==> config.mk <==
export PLATFORM = sky130hd
export DESIGN_NAME = store_rmw_ctrl_flat
export DESIGN_NICKNAME = d
export VERILOG_FILES = /design/src/rtl/store_rmw_if.sv /design/src/rtl/store_rmw_ctrl.sv /design/src/flat_wrapper.sv
export SDC_FILE = /design/constraint.sdc
export NUM_CORES = 1
export LEC_CHECK = 0
export CORE_MARGIN = 5
export CORE_UTILIZATION = 39
export CTS_CLUSTER_DIAMETER = 60
export DETAILED_ROUTE_END_ITERATION = 16
export GPL_TIMING_DRIVEN = 1
export PLACE_DENSITY = 0.76
export SYNTH_ARGS = -nofsm -noshare
export SYNTH_HDL_FRONTEND = slang
export SYNTH_SLANG_ARGS = --single-unit
==> constraint.sdc <==
create_clock -name clk -period 1.55 [get_ports clk]
set_input_delay 0.31 -clock clk [delete_from_list [all_inputs] [get_ports clk]]
set_output_delay 0.31 -clock clk [all_outputs]
set_load 0.05 [all_outputs]
==> src/rtl/store_rmw_if.sv <==
// Store sequencer bus: control handshake, store operands and data memory port.
// STORE_RMW_STATS_EN adds the store/error counters to the bundle.
`timescale 1ns/1ps
interface store_rmw_if;
  logic        start;
  logic [1:0]  store_type;
  logic [31:0] addr;
  logic [31:0] b_data;
  logic [31:0] mem_rd_data;
  logic [31:0] mem_addr;
  logic        mem_wr;
  logic        wd_sel;
  logic [31:0] merged_data;
  logic        busy;
  logic        done;
  logic        misalign_err;
`ifdef STORE_RMW_STATS_EN
  logic [15:0] store_cnt;
  logic [7:0]  err_cnt;
`endif

  modport master (
    output start, store_type, addr, b_data,
    output mem_rd_data,
    input  mem_addr, mem_wr, wd_sel,
    input  merged_data, busy, done,
    input  misalign_err
`ifdef STORE_RMW_STATS_EN
    , input store_cnt, err_cnt
`endif
  );

  modport slave (
    input  start, store_type, addr, b_data,
    input  mem_rd_data,
    output mem_addr, mem_wr, wd_sel,
    output merged_data, busy, done,
    output misalign_err
`ifdef STORE_RMW_STATS_EN
    , output store_cnt, err_cnt
`endif
  );
endinterface

==> src/rtl/store_rmw_ctrl.sv <==
// SW/SH/SB store sequencer with read-modify-write for sub-word stores.
// Define STORE_RMW_STATS_EN to add store_cnt/err_cnt statistics counters.
`timescale 1ns/1ps
module store_rmw_ctrl #(
  parameter int MEM_RD_LAT = 1
) (
  input logic       clk,
  input logic       reset_n,
  store_rmw_if.slave bus
);

  typedef enum logic [2:0] {
    IDLE,
    READ,
    WRITE,
    DONE,
    ERR
  } state_t;

  localparam logic [1:0] ST_SW = 2'b00;
  localparam logic [1:0] ST_SH = 2'b01;
  localparam logic [1:0] ST_SB = 2'b10;
  localparam logic [2:0] LAT_LAST = 3'(MEM_RD_LAT - 1);

  state_t      state;
  logic [1:0]  addr_lo_q;
  logic [1:0]  type_q;
  logic [15:0] b_q;
  logic [2:0]  lat_q;

  logic        bad;
  logic [31:0] merge_w;
  logic        unused_ok;

  // Upper half of B only ever reaches memory through the external mux.
  assign unused_ok = ^bus.b_data[31:16];

  always_comb begin
    bad = 1'b0;
    unique case (1'b1)
      (bus.store_type == ST_SW): bad = (bus.addr[1:0] != 2'b00);
      (bus.store_type == ST_SH): bad = bus.addr[0];
      (bus.store_type == ST_SB): bad = 1'b0;
      default:                   bad = 1'b1;
    endcase
  end

  always_comb begin
    merge_w = bus.mem_rd_data;
    unique case (1'b1)
      (type_q == ST_SB): begin
        unique case (addr_lo_q)
          2'd0: merge_w[7:0]   = b_q[7:0];
          2'd1: merge_w[15:8]  = b_q[7:0];
          2'd2: merge_w[23:16] = b_q[7:0];
          2'd3: merge_w[31:24] = b_q[7:0];
          default: ;
        endcase
      end
      (type_q == ST_SH): begin
        if (addr_lo_q[1])
          merge_w[31:16] = b_q;
        else
          merge_w[15:0] = b_q;
      end
      default: ;
    endcase
  end

  always_ff @(posedge clk or negedge reset_n) begin
    if (!reset_n) begin
      state            <= IDLE;
      addr_lo_q        <= '0;
      type_q           <= '0;
      b_q              <= '0;
      lat_q            <= '0;
      bus.mem_addr     <= '0;
      bus.mem_wr       <= 1'b0;
      bus.wd_sel       <= 1'b0;
      bus.merged_data  <= '0;
      bus.busy         <= 1'b0;
      bus.done         <= 1'b0;
      bus.misalign_err <= 1'b0;
`ifdef STORE_RMW_STATS_EN
      bus.store_cnt    <= '0;
      bus.err_cnt      <= '0;
`endif
    end else begin
      bus.mem_wr       <= 1'b0;
      bus.done         <= 1'b0;
      bus.misalign_err <= 1'b0;
      unique case (state)
        IDLE: begin
          if (bus.start) begin
            addr_lo_q    <= bus.addr[1:0];
            type_q       <= bus.store_type;
            b_q          <= bus.b_data[15:0];
            lat_q        <= '0;
            bus.mem_addr <= {bus.addr[31:2], 2'b00};
            bus.busy     <= 1'b1;
            if (bad) begin
              state            <= ERR;
              bus.done         <= 1'b1;
              bus.misalign_err <= 1'b1;
            end else if (bus.store_type == ST_SW) begin
              state      <= WRITE;
              bus.mem_wr <= 1'b1;
              bus.wd_sel <= 1'b0;
            end else begin
              state <= READ;
            end
          end
        end
        READ: begin
          if (lat_q == LAT_LAST) begin
            state           <= WRITE;
            bus.merged_data <= merge_w;
            bus.mem_wr      <= 1'b1;
            bus.wd_sel      <= 1'b1;
          end else begin
            lat_q <= lat_q + 3'd1;
          end
        end
        WRITE: begin
          state    <= DONE;
          bus.done <= 1'b1;
`ifdef STORE_RMW_STATS_EN
          bus.store_cnt <= bus.store_cnt + 16'd1;
`endif
        end
        DONE: begin
          state    <= IDLE;
          bus.busy <= 1'b0;
        end
        ERR: begin
          state    <= IDLE;
          bus.busy <= 1'b0;
`ifdef STORE_RMW_STATS_EN
          bus.err_cnt <= bus.err_cnt + 8'd1;
`endif
        end
        default: state <= IDLE;
      endcase
    end
  end

endmodule

==> src/flat_wrapper.sv <==
// flat-port wrapper written by rule: the top's interface ports become plain ports
module store_rmw_ctrl_flat 
#(
  parameter int MEM_RD_LAT = 1
)
  (clk, reset_n, bus_start, bus_store_type, bus_addr, bus_b_data, bus_mem_rd_data, bus_mem_addr, bus_mem_wr, bus_wd_sel, bus_merged_data, bus_busy, bus_done, bus_misalign_err);
  store_rmw_if bus_i ();
  input logic clk;
  input logic reset_n;
  input wire logic [$bits(bus_i.start)-1:0] bus_start;
  input wire logic [$bits(bus_i.store_type)-1:0] bus_store_type;
  input wire logic [$bits(bus_i.addr)-1:0] bus_addr;
  input wire logic [$bits(bus_i.b_data)-1:0] bus_b_data;
  input wire logic [$bits(bus_i.mem_rd_data)-1:0] bus_mem_rd_data;
  output wire logic [$bits(bus_i.mem_addr)-1:0] bus_mem_addr;
  output wire logic [$bits(bus_i.mem_wr)-1:0] bus_mem_wr;
  output wire logic [$bits(bus_i.wd_sel)-1:0] bus_wd_sel;
  output wire logic [$bits(bus_i.merged_data)-1:0] bus_merged_data;
  output wire logic [$bits(bus_i.busy)-1:0] bus_busy;
  output wire logic [$bits(bus_i.done)-1:0] bus_done;
  output wire logic [$bits(bus_i.misalign_err)-1:0] bus_misalign_err;
  assign bus_i.start = bus_start;
  assign bus_i.store_type = bus_store_type;
  assign bus_i.addr = bus_addr;
  assign bus_i.b_data = bus_b_data;
  assign bus_i.mem_rd_data = bus_mem_rd_data;
  assign bus_mem_addr = bus_i.mem_addr;
  assign bus_mem_wr = bus_i.mem_wr;
  assign bus_wd_sel = bus_i.wd_sel;
  assign bus_merged_data = bus_i.merged_data;
  assign bus_busy = bus_i.busy;
  assign bus_done = bus_i.done;
  assign bus_misalign_err = bus_i.misalign_err;
  store_rmw_ctrl #(.MEM_RD_LAT(MEM_RD_LAT)) u_core (.clk(clk), .reset_n(reset_n), .bus(bus_i));
endmodule
# Yosys cells after proc, flatten, opt, wreduce, memory -nomap -nowiden
# Cells that the tools add are included.
[op_classes] reduce_logical=14 n_mux=32 div_mod_pow=0 shifts=0 n_eq_ne=16 order_cmp=0 add_sub_neg=1 bitwise_logic=0 multipliers=0
[op_table] op="$pmux W32 S2" n=1
[op_table] op="$mux W16" n=2
[op_table] op="$mux W8" n=4
[op_table] op="$mux W3" n=5
[op_table] op="$mux W1" n=12
[op_table] op="$pmux W3 S3" n=1
[op_table] op="$eq A2 B2 Y1 const B" n=4
[op_table] op="$pmux W1 S2" n=4
[op_table] op="$reduce_and A2 Y1" n=4
[op_table] op="$eq A2 B1 Y1 const B" n=3
[op_table] op="$eq A3 B2 Y1 const B" n=2
[op_table] op="$logic_not A3 Y1" n=2
[op_table] op="$ne A2 B2 Y1 const B" n=3
[op_table] op="$pmux W3 S2" n=1
[op_table] op="$reduce_bool A2 Y1" n=3
[op_table] op="$reduce_and A5 Y1" n=1
[op_table] op="$logic_not A2 Y1" n=2
[op_table] op="$ne A2 B1 Y1 const B" n=2
[op_table] op="$add A3 B1 Y3 const B" n=1
[op_table] op="$eq A3 B1 Y1 const B" n=1
[op_table] op="$eq A3 B3 Y1 const B" n=1
[op_table] op="$pmux W1 S3" n=1
[op_table] op="$reduce_and A3 Y1" n=1
[op_table] op="$mux W2" n=1
[op_table] op="$reduce_or A2 Y1" n=1
[word_totals] romBits=0 in_bits=101 ram_bits=0 latch_bits=0 regBits=93 mem_count=0

# Logic depth before layout (Yosys ltp)
[depth] ltp_word=5 depth_mapped=8 ltp_nobuf=6

# Worst setup path before layout
# OpenSTA, ideal clock, no wires.
[synth_timing] path_type="reg2reg" from="register u_core.type_q[0]" to="register u_core.bus.merged_data[17]" setup_ns=0.073 setup_slack_ns=-0.082 period_less_slack_ns=1.632 stages_incl_launch_ff=7 path_buffers=1 arrival_ns=1.559 cell_sequence="dfrtp_1 inv_1 ha_1 clkbuf_1 o21bai_1 a22oi_1 a21oi_2"
[synth_between] elab_chain_len=2 word_cells_on_any_way=3
[synth_rtl] item="start: declaration" line="store_rmw_ctrl.sv:27" source="logic [1:0] type_q;"
[synth_rtl] item="start signal: assignment" line="store_rmw_ctrl.sv:96" source="type_q <= bus.store_type;"
[synth_rtl] item="$eq A2 B1 Y1 or $eq A2 B2 Y1 (tied branches)" line="store_rmw_ctrl.sv:60, store_rmw_ctrl.sv:51"
[synth_rtl] item="$pmux W32 S2 *" line="store_rmw_ctrl.sv:50" source="unique case (1'b1)"
[synth_rtl] item="end signal: assignment" line="store_rmw_ctrl.sv:117" source="bus.merged_data <= merge_w;"
[synth_rtl] item="end: declaration" line="store_rmw_if.sv:37" source="output merged_data, busy, done,"
# Mark *: on every way between the ends. The rest lies on a longest branch, timed or not.
# A chain may end at the register's enable or synchronous reset.

# Final worst setup path
[layout_timing] from="register u_core.type_q[0]" to="register u_core.bus.merged_data[4]"
# Same word-level chain as after synthesis.

==> flow_summary.toml <==
[yosys]
synth_edf_count = 0
synth_top_family_by_area = "compound AO/OA/AOI/OAI gates"
muxShareOfSynthArea = 0.1264
synthCells = 375
synth.distinct_cells = 42
yosysWarnings = 0
synth-seq-cells = 93
synth_ff_type = "dfrtp_1"
synth-simple-area-share = 0.08270
synth-compound-area-share = 0.1883
synthXorXnorAreaFrac = 0
postSynth.asyncResetShare = 1.000
syn_avg_cell_area_sq_um = 11.38
syn-cell-area_sq_um = 4267
synthAdderAreaFrac = 0.01173
synth-seq-area-share = 0.5455

[die]
die_w_microns = 114.6
io_pins = 170
fp.coreArea_sq_um = 10790
row_count = 38
dieArea_sq_um = 13130
start_util = 0.3953
die_h_microns = 114.6

[grt]
grt_overflow = 0
grt_pass1_wl_mm = 20.21
grt_max_degree = 94
antenna_found_initial = 0
grtUsageTotal = 0.1971
grt_pass1_vias = 3946

[placement]
port_buffers = 151
dp_hpwl_mm = 9.300
place_inst = 671
placed_cell_area_sq_um = 6784
place.gp.congestion = 0.8206

[worst_setup_path]
path_class = "flop to flop"
critical_path_buf_inv_count = 1
cp_slowest_cell = "dfrtp_1"
critPathArrivalTime_ns = 1.92
critPathMostFrequentCell = "a21oi_2"
cp_cell_sequence = "inv_2 > ha_4 > a21oi_2 > o21bai_4 > a22oi_2 > a21oi_2"
path_max_fanout = 9
startpoint_type = "flop"
cp_slowest_stage_delay_ns = 0.43
required_ns = 1.87
critical-path-top-delay-family = "compound AO/OA/AOI/OAI gates"
setup.worst_path.end_class = "flop"

[cells_and_area]
drive_gt1_frac = 0.4512
area_delta_synth_final_pct = 80.53
nets = 663
stdcell_count = 703
n_antenna_cell = 0
final_area_sq_um = 7702

[drt]
ant_nets = 0
vias = 3871
drcViolationCount = 0
drt-total-wl_mm = 14.72
routedWlPerCell_microns = 20.94
drtPass1Iterations = 4
viasPerCell = 5.506
drt_iter0_drc = 209

[power_and_ir_drop]
comb_power_share = 0.667
p_leak_nw = 3.098
p_int_mw = 11.43
p_switching_mw = 9.682
ir_worst_vdd_mv = 1.730
switching_share = 0.4586
power.density_nw_per_um2 = 2741
power_frac_seq = 0.251
clkPwrFrac = 0.082
power_mw = 21.11

[timing]
tightest_slew_ns = 0.5337
clock.fmax_ghz = 0.6233
holdWs_ns = 0.4937
finalSetupTns_ns = -0.5323
fin_ws_ns = -0.05439
finalMaxSlewViolations = 0
min_period_ns = 1.604
hold_viol = 0
fin_crit_sh = 1.035
setup_viol = 23
rsz0062_at_grt = "yes"
skew_ns = 0.02155
slew_headroom = 0.6442

[clock_network]
cts_root_buf = "clkbuf_8"
cts_buffer_depth = 2
clk_latency_ns = 0.39
htreeDepth = 3
clock_sinks = 93
cts_buffers = 9
cts_tree = "built"
clk_pin_slew_ns = 0.10

[min_path]
hold_path.class = "primary input to asynchronous set/reset pin"

[flow_run]
drv_cap = 0

[status]
violations = "negative setup slack"
status = "complete, but fails checks"
[power by group through the flow]
stage                     registers (mW)  clock network [mW]  logic [mW]
final                               5.31                1.73        14.1
after CTS                           5.11                1.75        12.2
after floorplan                     7.45                   0        3.69
after global routing                5.43                1.89        14.7
after detailed placement            5.15                   0        11.8
after global placement              5.07                   0        11.6
[cell type report]
cell class | count | area (sq um)
Clock inverter | 6 | 71.32
Timing Repair Buffer | 198 | 2775
Inverter | 8 | 30.03
Multi-Input combinational cell | 248 | 2182
Sequential cell | 93 | 2331
Clock buffer | 10 | 137.6
Tap cell | 140 | 175.2
Fill cell | 699 | 3090
[per-layer routing]
metal,up-vias,wire [microns],track usage
met2,175,7573,0.3314
met3,27,1464,0.07030
met5,-,0,0
met4,0,353,0.07205
met1,1931,5327,0.2316
li1,1738,-,-
[Yosys cell counts (2+ instances only)]
library cell,instances,area [sq um]
dfrtp_1,93,2327
nand2b_1,2,12.51
o21ai_0,10,50.05
and2_1,3,18.77
inv_1,8,30.03
nor3_1,5,25.02
ha_1,4,50.05
a31oi_1,9,56.30
nand2_1,10,37.54
clkbuf_1,5,18.77
a21oi_1,31,155.2
mux2_2,47,529.3
a32oi_1,8,70.07
buf_4,10,75.07
a22oi_1,24,180.2
o21bai_1,2,15.01
nor2_1,47,176.4
nor2b_1,4,25.02
a21oi_2,8,70.07
a21o_1,2,15.01
buf_2,10,50.05
a22o_1,6,52.55
o221ai_1,7,61.31
a211oi_1,2,15.01
[worst register-to-register path, cell delays in order, from the launching register on]
cell and delay, ns:
dfrtp_1 0.43, inv_2 0.10, ha_4 0.24, a21oi_2 0.11
o21bai_4 0.37, a22oi_2 0.16, a21oi_2 0.14
[path summary, 6_finish.rpt]
kind | startpoint | endpoint | slack (ns) | cells past startpoint
hold reg to reg | u_core.state[2]$_DFFE_PN0P_ | u_core.state[1]$_DFFE_PN0P_ | 0.53 | 1
min in group clk | u_core.state[2]$_DFFE_PN0P_ | u_core.state[1]$_DFFE_PN0P_ | 0.53 | 1
max in group asynchronous | reset_n | u_core.state[1]$_DFFE_PN0P_ | 0.59 | 3
setup / recovery | u_core.type_q[0]$_DFFE_PN0P_ | u_core.bus.merged_data[4]$_DFFE_PN0P_ | -0.05 | 6
setup reg to reg | u_core.type_q[0]$_DFFE_PN0P_ | u_core.bus.merged_data[4]$_DFFE_PN0P_ | -0.05 | 6
hold / removal | reset_n | u_core.bus.mem_addr[12]$_DFFE_PN0P_ | 0.49 | 3
[state kept, by name, summed over array words and instances (netlist names)]
| register | flops |
|---|---|
| u_core.addr_lo_q | 2 |
| u_core.b_q | 16 |
| u_core.bus.busy | 1 |
| u_core.bus.done | 1 |
| u_core.bus.mem_addr | 30 |
| u_core.bus.mem_wr | 1 |
| u_core.bus.merged_data | 32 |
| u_core.bus.misalign_err | 1 |
| u_core.bus.wd_sel | 1 |
| u_core.lat_q | 3 |
| u_core.state | 3 |
| u_core.type_q | 2 |
[per-stage QoR]
step | util | worst slack, ns
finish | 0.7137 | -0.05439
global route | 0.7137 | -0.1266
CTS | 0.6573 | 0.003024
detailed placement | 0.6286 | -0.3693
global placement | 0.6286 | -0.3139
floorplan | - | 0.03244
[what timing repair did]
item | 4_1_cts | 5_1_grt
pin swaps | 3 | 46
endpoints found under the hold margin | 37 | 0
cloned | 1 | 5
resized for setup | 16 | 81
hold buffers | 1 | 0
setup buffers | 1 | 9
endpoints found under the setup margin | 69 | 82
[logic make-up (layout without fill, tap and decap cells)]
| family | count (synthesis) | count (layout) |
|---|---|---|
| simple gates | 78 | 78 |
| mux | 48 | 48 |
| flops | 93 | 93 |
| other cells | 1 | 2 |
| compound gates | 116 | 116 |
| buf+inv | 35 | 222 |
| fa+ha+maj | 4 | 4 |
[layout by cell type, fill, tap and decap left out, types with 3 or more instances in the layout]
| cell type | n |
|---|---|
| nand2_1 | 10 |
| inv_1 | 7 |
| dfrtp_2 | 3 |
| o221ai_2 | 6 |
| a22oi_2 | 21 |
| clkbuf_8 | 10 |
| a32oi_1 | 4 |
| nor3_1 | 5 |
| nor2_1 | 37 |
| mux2_2 | 47 |
| a22oi_1 | 3 |
| buf_6 | 6 |
| nor2_4 | 8 |
| dfrtp_1 | 90 |
| buf_4 | 26 |
| clkbuf_16 | 4 |
| a21oi_1 | 25 |
| buf_12 | 75 |
| o21ai_0 | 10 |
| a21oi_2 | 13 |
| clkdlybuf4s50_1 | 83 |
| a31oi_1 | 8 |
| a22o_1 | 6 |
Note: power is estimated with default switching activity, not from simulation.
